**src/rtl/ram_wb_pkg.sv**
```systemverilog
// Shared state encoding, request payload and word/nibble address mapping
// for the word-to-nibble backdoor arbiter.
package ram_wb_pkg;

  typedef enum logic [1:0] {IDLE, ISSUE, WAIT, RESP} state_e;

  localparam int unsigned NIBBLES_PER_WORD = 8;
  localparam int unsigned NIB_W            = 3;
  localparam int unsigned WORD_W           = 4;
  localparam int unsigned DATA_W           = 32;
  localparam int unsigned SEL_W            = 4;
  localparam int unsigned MEM_WORDS_DEF    = 8;
  localparam int unsigned STATUS_WORDS_DEF = 2;
  localparam int unsigned STATUS_BASE_DEF  = 64;

  // Upstream request latched at grant time.
  typedef struct packed {
    logic              we;
    logic [WORD_W-1:0] word;
    logic [SEL_W-1:0]  sel;
    logic [DATA_W-1:0] wdata;
  } wb_req_t;

  // Memory words map linearly; status words start at status_base.
  function automatic logic [DATA_W-1:0] nib_addr(input logic [WORD_W-1:0] word,
                                                 input logic [NIB_W-1:0]  nib,
                                                 input int unsigned       mem_words,
                                                 input int unsigned       status_base);
    if (32'(word) < mem_words) return DATA_W'({word, nib});
    return DATA_W'(status_base) + DATA_W'({WORD_W'(32'(word) - mem_words), nib});
  endfunction

endpackage

```
**src/rtl/rr_arbiter2.sv**
```systemverilog
// Two-way round-robin arbiter; a tie goes to the port opposite the last one served.
module rr_arbiter2 (
  input  logic       clock,
  input  logic       reset,
  input  logic [1:0] req_i,
  input  logic       update_i,
  input  logic       served_i,
  output logic       gnt_vld_c_o,
  output logic       gnt_idx_c_o
);

  logic last_q, last_d;

  always_ff @(posedge clock) begin
    if (reset) last_q <= 1'b1;
    else       last_q <= last_d;
  end

  always_comb begin
    last_d = last_q;
    if (update_i) last_d = served_i;
  end

  always_comb begin
    gnt_vld_c_o = |req_i;
    gnt_idx_c_o = 1'b0;
    case (req_i)
      2'b10:   gnt_idx_c_o = 1'b1;
      2'b11:   gnt_idx_c_o = ~last_q;
      default: gnt_idx_c_o = 1'b0;
    endcase
  end

endmodule

```
**src/rtl/ram_wb_word_arbiter.sv**
```systemverilog
// Shares the nibble backdoor between two 32-bit wishbone ports, splitting each
// word into eight LSB-first nibble accesses. RAM_WB_SEL_EN adds byte-lane selects.
module ram_wb_word_arbiter
  import ram_wb_pkg::*;
#(
  parameter int unsigned MEM_WORDS    = MEM_WORDS_DEF,
  parameter int unsigned STATUS_WORDS = STATUS_WORDS_DEF,
  parameter int unsigned STATUS_BASE  = STATUS_BASE_DEF
) (
  input  logic              clock,
  input  logic              reset,
`ifdef RAM_WB_SEL_EN
  input  logic [SEL_W-1:0]  s0_sel_i,
  input  logic [SEL_W-1:0]  s1_sel_i,
`endif
  input  logic              s0_cyc_i,
  input  logic              s0_stb_i,
  input  logic              s0_we_i,
  input  logic [DATA_W-1:0] s0_adr_i,
  input  logic [DATA_W-1:0] s0_dat_i,
  output logic [DATA_W-1:0] s0_dat_o,
  output logic              s0_ack_o,
  input  logic              s1_cyc_i,
  input  logic              s1_stb_i,
  input  logic              s1_we_i,
  input  logic [DATA_W-1:0] s1_adr_i,
  input  logic [DATA_W-1:0] s1_dat_i,
  output logic [DATA_W-1:0] s1_dat_o,
  output logic              s1_ack_o,
  output logic              m_cyc_o,
  output logic              m_stb_o,
  output logic              m_we_o,
  output logic [DATA_W-1:0] m_adr_o,
  output logic [DATA_W-1:0] m_dat_o,
  input  logic [DATA_W-1:0] m_dat_i,
  input  logic              m_ack_i,
  output logic              grant_o,
  output logic              busy_o
);

  localparam logic [NIB_W-1:0] LAST_NIB = NIB_W'(NIBBLES_PER_WORD - 1);

  state_e            state_q, state_d;
  wb_req_t           req_q, req_d, in_req_c;
  logic              port_q, port_d;
  logic [NIB_W-1:0]  nib_q, nib_d, nib_nxt_c;
  logic [DATA_W-1:0] rdata_q, rdata_d;
  logic              m_act_q, m_act_d, m_we_q, m_we_d;
  logic [DATA_W-1:0] m_adr_q, m_adr_d;
  logic [3:0]        m_dat_q, m_dat_d;
  logic              s0_ack_q, s0_ack_d, s1_ack_q, s1_ack_d;
  logic [DATA_W-1:0] s0_dat_q, s0_dat_d, s1_dat_q, s1_dat_d;
  logic              busy_q, busy_d;
  logic [SEL_W-1:0]  s0_sel_c, s1_sel_c;
  logic              gnt_vld_c, gnt_idx_c, arb_upd_c, in_ok_c, cur_en_c, nxt_en_c;
  logic              unused_c;

`ifdef RAM_WB_SEL_EN
  assign s0_sel_c = s0_sel_i;
  assign s1_sel_c = s1_sel_i;
`else
  assign s0_sel_c = '1;
  assign s1_sel_c = '1;
`endif

  // A port is masked during its own ack cycle so a held stb is not re-granted.
  rr_arbiter2 u_arb (
    .clock       (clock),
    .reset       (reset),
    .req_i       ({s1_cyc_i & s1_stb_i & ~s1_ack_q, s0_cyc_i & s0_stb_i & ~s0_ack_q}),
    .update_i    (arb_upd_c),
    .served_i    (port_q),
    .gnt_vld_c_o (gnt_vld_c),
    .gnt_idx_c_o (gnt_idx_c)
  );

  always_comb begin
    if (gnt_idx_c) in_req_c = '{we: s1_we_i, word: s1_adr_i[5:2], sel: s1_sel_c, wdata: s1_dat_i};
    else           in_req_c = '{we: s0_we_i, word: s0_adr_i[5:2], sel: s0_sel_c, wdata: s0_dat_i};
  end

  assign in_ok_c   = (32'(in_req_c.word) < MEM_WORDS + STATUS_WORDS) && (in_req_c.sel != '0);
  assign nib_nxt_c = nib_q + NIB_W'(1);
  assign cur_en_c  = req_q.sel[nib_q[2:1]];
  assign nxt_en_c  = req_q.sel[nib_nxt_c[2:1]];
  assign unused_c  = ^{s0_adr_i[31:6], s0_adr_i[1:0], s1_adr_i[31:6], s1_adr_i[1:0], m_dat_i[31:4]};

  always_ff @(posedge clock) begin
    if (reset) begin
      state_q  <= IDLE;
      req_q    <= '0;
      port_q   <= 1'b0;
      nib_q    <= '0;
      rdata_q  <= '0;
      m_act_q  <= 1'b0;
      m_we_q   <= 1'b0;
      m_adr_q  <= '0;
      m_dat_q  <= '0;
      s0_ack_q <= 1'b0;
      s1_ack_q <= 1'b0;
      s0_dat_q <= '0;
      s1_dat_q <= '0;
      busy_q   <= 1'b0;
    end else begin
      state_q  <= state_d;
      req_q    <= req_d;
      port_q   <= port_d;
      nib_q    <= nib_d;
      rdata_q  <= rdata_d;
      m_act_q  <= m_act_d;
      m_we_q   <= m_we_d;
      m_adr_q  <= m_adr_d;
      m_dat_q  <= m_dat_d;
      s0_ack_q <= s0_ack_d;
      s1_ack_q <= s1_ack_d;
      s0_dat_q <= s0_dat_d;
      s1_dat_q <= s1_dat_d;
      busy_q   <= busy_d;
    end
  end

  always_comb begin
    state_d   = state_q;
    req_d     = req_q;
    port_d    = port_q;
    nib_d     = nib_q;
    rdata_d   = rdata_q;
    m_act_d   = m_act_q;
    m_we_d    = m_we_q;
    m_adr_d   = m_adr_q;
    m_dat_d   = m_dat_q;
    s0_ack_d  = 1'b0;
    s1_ack_d  = 1'b0;
    s0_dat_d  = s0_dat_q;
    s1_dat_d  = s1_dat_q;
    arb_upd_c = 1'b0;
    case (state_q)
      IDLE: begin
        if (gnt_vld_c) begin
          port_d  = gnt_idx_c;
          req_d   = in_req_c;
          nib_d   = '0;
          rdata_d = '0;
          state_d = in_ok_c ? ISSUE : RESP;
        end
      end
      ISSUE: begin
        // Lanes with sel low are skipped without touching the backdoor.
        if (cur_en_c) begin
          m_act_d = 1'b1;
          m_we_d  = req_q.we;
          m_adr_d = nib_addr(req_q.word, nib_q, MEM_WORDS, STATUS_BASE);
          m_dat_d = req_q.wdata[{nib_q, 2'b00} +: 4];
          state_d = WAIT;
        end else if (nib_q == LAST_NIB) begin
          state_d = RESP;
        end else begin
          nib_d = nib_nxt_c;
        end
      end
      WAIT: begin
        if (m_ack_i) begin
          if (!req_q.we) rdata_d[{nib_q, 2'b00} +: 4] = m_dat_i[3:0];
          if (nib_q == LAST_NIB) begin
            m_act_d = 1'b0;
            m_we_d  = 1'b0;
            state_d = RESP;
          end else begin
            nib_d = nib_nxt_c;
            if (nxt_en_c) begin
              m_adr_d = nib_addr(req_q.word, nib_nxt_c, MEM_WORDS, STATUS_BASE);
              m_dat_d = req_q.wdata[{nib_nxt_c, 2'b00} +: 4];
            end else begin
              m_act_d = 1'b0;
              m_we_d  = 1'b0;
              state_d = ISSUE;
            end
          end
        end
      end
      RESP: begin
        arb_upd_c = 1'b1;
        state_d   = IDLE;
        if (!port_q) begin
          if (s0_cyc_i && s0_stb_i) begin
            s0_ack_d = 1'b1;
            s0_dat_d = rdata_q;
          end
        end else if (s1_cyc_i && s1_stb_i) begin
          s1_ack_d = 1'b1;
          s1_dat_d = rdata_q;
        end
      end
      default: state_d = IDLE;
    endcase
    busy_d = (state_d != IDLE);
  end

  assign s0_ack_o = s0_ack_q;
  assign s1_ack_o = s1_ack_q;
  assign s0_dat_o = s0_dat_q;
  assign s1_dat_o = s1_dat_q;
  assign m_cyc_o  = m_act_q;
  assign m_stb_o  = m_act_q;
  assign m_we_o   = m_we_q;
  assign m_adr_o  = m_adr_q;
  assign m_dat_o  = {{(DATA_W-4){1'b0}}, m_dat_q};
  assign grant_o  = port_q;
  assign busy_o   = busy_q;

endmodule

```
**config.mk**
```make
export PLATFORM = sky130hd
export DESIGN_NAME = ram_wb_word_arbiter
export DESIGN_NICKNAME = d
export VERILOG_FILES = /design/src/rtl/ram_wb_pkg.sv /design/src/rtl/rr_arbiter2.sv /design/src/rtl/ram_wb_word_arbiter.sv
export SDC_FILE = /design/constraint.sdc
export NUM_CORES = 1
export LEC_CHECK = 0
export CAP_MARGIN = 15
export CORE_ASPECT_RATIO = 0.7
export CORE_MARGIN = 2
export CORE_UTILIZATION = 39
export CTS_BUF_LIST = sky130_fd_sc_hd__clkbuf_16
export DETAILED_ROUTE_END_ITERATION = 10
export PLACE_DENSITY_LB_ADDON = 0.15
export SLEW_MARGIN = 5
export SYNTH_ARGS = -nofsm -noshare
export SYNTH_HDL_FRONTEND = slang
export SYNTH_HIERARCHICAL = 1
export SYNTH_SLANG_ARGS = --single-unit
```
**constraint.sdc**
```tcl
create_clock -name clock -period 2.3 [get_ports clock]
set_input_delay 0.46 -clock clock [delete_from_list [all_inputs] [get_ports clock]]
set_output_delay 0.46 -clock clock [all_outputs]
set_load 0.02 [all_outputs]
```
Yosys cells after proc, flatten, opt, wreduce, memory -nomap -nowiden
Cells that the tools add are included.
{"block": "op_classes", "bitwise_logic": 9, "n_shift": 4, "div_mod_pow": 0, "order_cmp": 4, "multipliers": 0, "n_reduce_logical": 19, "n_eq_ne": 14, "n_mux": 55, "add_sub_neg": 5}
{"op": "two-way mux 32 bit", "n": 11}
{"op": "one-hot mux 32 bit (2 select lines)", "n": 2}
{"op": "variable part select 32 x 6 -> 4 bit", "n": 2}
{"op": "two-way mux 41 bit", "n": 1}
{"op": "bitwise mux 32 bit", "n": 1}
{"op": "variable shift 4 x 7 -> 32 bit (first input constant)", "n": 1}
{"op": "variable part select 4 x 7 -> 32 bit", "n": 1}
{"op": "two-way mux 1 bit", "n": 17}
{"op": "adder 7 x 7 -> 8 bit (first input constant)", "n": 2}
{"op": "two-way mux 4 bit", "n": 4}
{"op": "two-way mux 2 bit", "n": 7}
{"op": "inequality test 2 bit (second input constant)", "n": 7}
{"op": "two-way mux 3 bit", "n": 4}
{"op": "AND reduction 4 bit", "n": 3}
{"op": "one-hot mux 3 bit (3 select lines)", "n": 1}
{"op": "equality test 2 bit (second input constant)", "n": 4}
{"op": "less-than comparator 4 bit (second input constant)", "n": 2}
{"op": "one-hot mux 2 bit (4 select lines)", "n": 1}
{"op": "one-hot mux 4 bit (2 select lines)", "n": 1}
{"op": "negator 5 -> 7 bit", "n": 1}
{"op": "less-than comparator 2 x 3 -> 1 bit (second input constant)", "n": 2}
{"op": "one-hot mux 1 bit (2 select lines)", "n": 3}
{"op": "AND reduction 3 bit", "n": 2}
{"op": "nonzero test 2 bit", "n": 3}
{"op": "other kinds (16)", "n": 27}
{"block": "word_totals", "latch_bits": 0, "mem_bits_ro": 0, "in_bits": 169, "out_inout_bits": 135, "n_memories": 0, "ramBits": 0, "reg_bits": 185}

Longest topological paths before layout
{"block": "logic_depth", "ltp_word": 12, "mapped_depth": 11, "ltp_nobuf": 8}

By module
Netlist, hierarchy kept.
{"mod": "ram_wb_word_arbiter", "area_per_inst_um2": 7030.5, "n_inst": 1, "cells_per_inst": 838}
{"mod": "rr_arbiter2", "area_per_inst_um2": 48.8, "n_inst": 1, "cells_per_inst": 5}

Least setup slack after synthesis
Ideal clock, no wire load.
{"block": "synth_path", "kind": "flip-flop to flip-flop", "start": "reg nib_q[0]", "end": "reg rdata_q[12]", "stages_incl_launch_ff": 10, "setup_slack_ns": 0.027, "t_arrival_ns": 2.214, "setup_ns": 0.059, "cell_sequence": "dfxtp_1 > buf_4 > inv_1 > ha_1 > ha_1 > buf_2 > o31ai_2 > or4_1 > nor2_1 > a22o_1"}
{"block": "synth_between", "elab_chain_len": 6, "word_cells_on_any_way": 7, "classes_between": "add/sub (1); shift (2); mux (4)"}
{"item": "start, declared", "line": "ram_wb_word_arbiter.sv:46", "text": "logic [NIB_W-1:0] nib_q, nib_d, nib_nxt_c;"}
{"item": "start signal, assigned", "line": "ram_wb_word_arbiter.sv:108", "text": "nib_q <= nib_d;"}
{"item": "negator 5 -> 7 bit *", "line": "ram_wb_word_arbiter.sv:163", "text": "if (!req_q.we) rdata_d[{nib_q, 2'b00} +: 4] = m_dat_i[3:0];"}
{"item": "variable part select 4 x 7 -> 32 bit / variable shift 4 x 7 -> 32 bit (equally long branches)", "line": "ram_wb_word_arbiter.sv:163"}
{"item": "bitwise mux 32 bit *", "line": "ram_wb_word_arbiter.sv:163"}
{"item": "two-way mux 32 bit *", "line": "ram_wb_word_arbiter.sv:163"}
{"item": "two-way mux 32 bit *", "line": "ram_wb_word_arbiter.sv:162", "text": "if (m_ack_i) begin"}
{"item": "one-hot mux 32 bit (2 select lines) *", "line": "ram_wb_word_arbiter.sv:137", "text": "case (state_q)"}
{"item": "end signal, assigned", "line": "ram_wb_word_arbiter.sv:109", "text": "rdata_q <= rdata_d;"}
{"item": "end, declared", "line": "ram_wb_word_arbiter.sv:47", "text": "logic [DATA_W-1:0] rdata_q, rdata_d;"}
Every way passes the cells marked *; elsewhere a longest branch is shown, timed or not. The select of a mux whose other input is x is not followed.
A chain may end at the register's enable or synchronous reset.

Worst setup path in the final report
{"block": "layout_path", "start": "reg state_q[1]", "end": "reg m_dat_q[2]"}
{"block": "layout_between", "elab_chain_len": 3, "word_cells_on_any_way": 9, "classes_between": "eq/ne (6); mux (1); reduce/logical (2)"}
{"item": "start, declared", "line": "ram_wb_word_arbiter.sv:43", "text": "state_e state_q, state_d;"}
{"item": "start signal, assigned", "line": "ram_wb_word_arbiter.sv:105", "text": "state_q <= state_d;"}
{"item": "equality test 2 bit / equality test 2 x 1 -> 1 bit (equally long branches)", "line": "ram_wb_word_arbiter.sv:137"}
{"item": "inequality test 2 bit (no line) / nonzero test 2 bit (equally long branches)"}
{"item": "AND reduction 5 bit (no line)"}
{"item": "end signal, assigned", "line": "ram_wb_word_arbiter.sv:113", "text": "m_dat_q <= m_dat_d;"}
{"item": "end, declared", "line": "ram_wb_word_arbiter.sv:50", "text": "logic [3:0] m_dat_q, m_dat_d;"}
Several ways; a longest one is shown, not always the timed one.

==> key figures <==
Die
  • Cell Rows: 41
  • Starting density of the core: 39.54%
  • Die width: 165.0 um
  • IO Pins: 304
  • Die ar.: 19260 sq um
  • Core box area: 17900 sq um
  • Die height: 116.7 um

Timing
  • Final WS setup: 0.1185 ns
  • Hold_ws: 0.4444 ns
  • Final Hold Fails: 0
  • Final Skew: 0.01649 ns
  • Tcrit/Tclk final: 94.85%
  • Final setup viols: 0
  • Slew @ Worst Pin: 0.7097 ns
  • Achievable frequency: 0.4584 GHz
  • Final Max Slew Viols: 0
  • Unrepaired setup endpoints after global routing: false
  • Clock period minus worst slack: 2.181 ns
  • Max-slew headroom at the worst pin: 52.54%

Drt
  • Via-to-Cell Ratio: 4.797
  • Final ANT Viol Nets: 0
  • Vias: 6040
  • DR iter-0 viols: 452
  • Routed wire length: 18380 um
  • WL per Instance: 14.60 um
  • Drt pass-1 iters: 5
  • DRC Markers: 0

Setup path
  • Critical Path Slowest Stage Cell: dfxtp_1
  • Data arrival time of the worst path: 2.48 ns
  • Worst path cell trace: ha_1, buf_12, xor2_2, buf_12, mux2i_1, a32oi_1, nand4b_1, a21oi_1
  • Worst reg2reg startpoint: state_q[1]
  • End of the worst register-to-register path: m_dat_q[2]
  • Worst Reg-to-Reg Cells: 8
  • Worst Setup End Kind: flop
  • WP buf/inv: 2
  • Critical Path Start Type: flop
  • CP delay by family, top: flip-flops
  • CP Data Required Time: 2.60 ns
  • Crit path kind: reg2reg
  • CP max FO: 21
  • Crit-path most repeated cell: buf_12
  • Crit-path max cell delay: 0.47 ns
  • R2r setup slk: 0.12 ns

Synth
  • Top post-synthesis cells by area: dfxtp_1 (44%), nand2_1 (9.4%), mux2i_1 (6.6%), buf_4 (6.0%), a21oi_1 (6.0%)
  • Asr flop ratio synth: 0%
  • Main synth FF type: dfxtp_1
  • Post-synthesis cell type count: 53
  • Syn Inst Count: 843
  • FF+latch count, synth: 157
  • Post-synthesis sequential area ratio: 44.40%
  • Area leader, netlist: dfxtp_1
  • Post-synth EDFFs: 0
  • Warnings from Yosys: 6
  • Avg Cell Area, Syn: 8.398 sq um
  • Mapped Area: 7079 sq um
  • Area share of the leading cell type in the synthesized netlist: 44.40%

Hold path
  • Hold Path Origin: reset
  • Worst hold stages: 2
  • Hold EP: s1_dat_o[31]
  • Hold crit path type: in2reg

Finish
  • Final net count: 1192
  • Layout cells sized above 1: 9.189%
  • Area Overhead vs Synth: 35.15%
  • ANT cells: 0
  • Final Cell Area: 9568 sq um

Global route
  • Largest net degree at the start of global routing: 52
  • Vias in the first global route: 5424
  • Gr busiest metal: met1
  • GRT Util Overall: 19.59%
  • Grt met3 use: 5.007%
  • Overflow after GRT: 0
  • First-pass GRT wire length: 29180 um
  • Antenna violations before repair: 0
  • Global-route track usage on met1: 30.88%
  • Grt met2 use: 26.06%

Placement
  • PortBufs: 166
  • Setup WS pre-CTS: -0.2093 ns
  • Detailed-placement wirelength estimate: 13340 um
  • Gpl congestion: 0.8413
  • Placed Instance Area: 8990 sq um

Clock network
  • Clock root buffer: clkbuf_16
  • CTS H-tree lvls: 4
  • CTS Buf Count: 17
  • CTS tree: yes
  • Worst-Skew Late Latency: 0.43 ns
  • Post_cts resized: 0
  • Post-CTS Hold Buffers: 0
  • Clock slew at reported path FFs: 0.06 ns
  • Post-CTS Setup Inserts: 0
  • Sink Count: 157
  • Clk buf depth: 2

Power
  • Pleak: 3.453 nW
  • Cell area power density: 968.5 nW/um^2
  • Max rail drop VDD: 559.5 uV

Run status
  • Status: completed

Flow run
  • Max cap viols: 0
-- cell usage after synthesis (3+ instances only) --
library cell / number
a211oi_1: 37
a21oi_1: 85
a22o_1: 8
a22oi_1: 21
a32oi_1: 4
buf_1: 6
buf_2: 9
buf_4: 57
clkbuf_1: 36
dfxtp_1: 157
ha_1: 13
inv_1: 12
mux2_2: 3
mux2i_1: 47
nand2_1: 177
nand2b_1: 9
nand3_1: 18
nand4b_1: 6
nor2_1: 83
nor2b_1: 3
nor3_1: 4
o21ai_0: 7
o31ai_1: 3
o32ai_1: 4
-- worst max-delay path by stage --
stage                     from           to  slack (ns)  cells after the start
global placement      s1_cyc_i     nib_q[1]       -0.18                     10
finish              state_q[1]   m_dat_q[2]        0.12                      8
global route        state_q[1]   rdata_q[7]       0.006                      7
floorplan             nib_q[0]  rdata_q[12]        0.03                      9
CTS                 state_q[0]   m_dat_q[1]        0.12                      8
detailed placement    s1_stb_i   rdata_q[8]       -0.21                      9
-- cell families after synthesis --
logic type | synth area share [%]
other | 0.05297
AOI/OAI and AO/OA | 16.47
DFF | 44.40
xor gates and xnor gates | 0.4597
muxes | 7.123
adders and majority gates | 2.298
and+or+nand+nor | 19.42
buffers and inverters | 9.774
-- sequential cells by signal, summed over array words and instances, names as in the netlist, 2 cells and up --
| name | count |
|---|---|
| m_adr_o | 7 |
| m_dat_q | 4 |
| nib_q | 3 |
| rdata_q | 32 |
| req_q | 38 |
| s0_dat_o | 32 |
| s1_dat_o | 32 |
| state_q | 2 |
-- stage by stage --
stage / power, mW / setup TNS (ns) / util [%] / instances
floorplan: 5.470 / 0 / - / 895
global placement: 6.573 / -5.420 / 50.21 / 1227
detailed placement: 6.598 / -6.812 / 50.21 / 1227
CTS: 9.284 / 0 / 53.38 / 1259
global route: 9.817 / 0 / 53.44 / 1259
finish: 9.266 / 0 / 53.44 / 1259
-- routing by layer --
metal | up-vias | part of all wire (%)
li1 | 3123 | -
met1 | 2712 | 54
met2 | 198 | 38
met3 | 7 | 6.9
met4 | 0 | 0.54
met5 | - | 0
-- cell type report --
cell class | instances | area, sq um
well taps | 236 | 295.3
inverters | 12 | 45.04
fillers | 1702 | 8335
clock inverters | 15 | 141.4
clock buffers | 17 | 425.4
multi-input cells | 616 | 3471
repair buffers | 206 | 2047
flip-flops and latches | 157 | 3143
-- layout by cell type (no fill, tap or decap), types with 2 or more instances in the layout --
cell type	Yosys	final
a211oi_1	37	37
a21oi_1	85	85
a22o_1	8	8
a22oi_1	21	21
a32oi_1	4	4
buf_12	0	7
buf_4	57	34
clkbuf_16	0	17
clkdlybuf4s50_1	0	165
clkinv_2	0	3
clkinv_4	0	4
clkinvlp_4	0	2
conb_1	1	53
dfxtp_1	157	157
ha_1	13	13
inv_1	12	12
inv_6	0	3
mux2_2	3	3
mux2i_1	47	47
nand2_1	177	177
nand2b_1	9	9
nand3_1	18	18
nand4b_1	6	6
nor2_1	83	82
nor2_2	2	3
nor2b_1	3	3
nor3_1	4	4
nor4_4	2	2
o21ai_0	7	7
o21bai_1	2	2
o31ai_1	3	3
o32ai_1	4	4
or2_2	2	2
-- worst register-to-register path, cell delays in order, from the launching register on --
cell	delay, ns
dfxtp_1	0.47
ha_1	0.34
buf_12	0.20
xor2_2	0.20
buf_12	0.17
mux2i_1	0.38
a32oi_1	0.10
nand4b_1	0.14
a21oi_1	0.06
-- report_power, final --
part           internal (mW)  switching, mW  total [mW]  leakage [nW]
clock                   1.50           1.18        2.68         0.274
combinational           1.42           1.94        3.36          1.90
sequential              3.03          0.193        3.23          1.27
total                   5.96           3.31        9.27          3.45
Note: power is estimated with default switching activity, not from simulation.
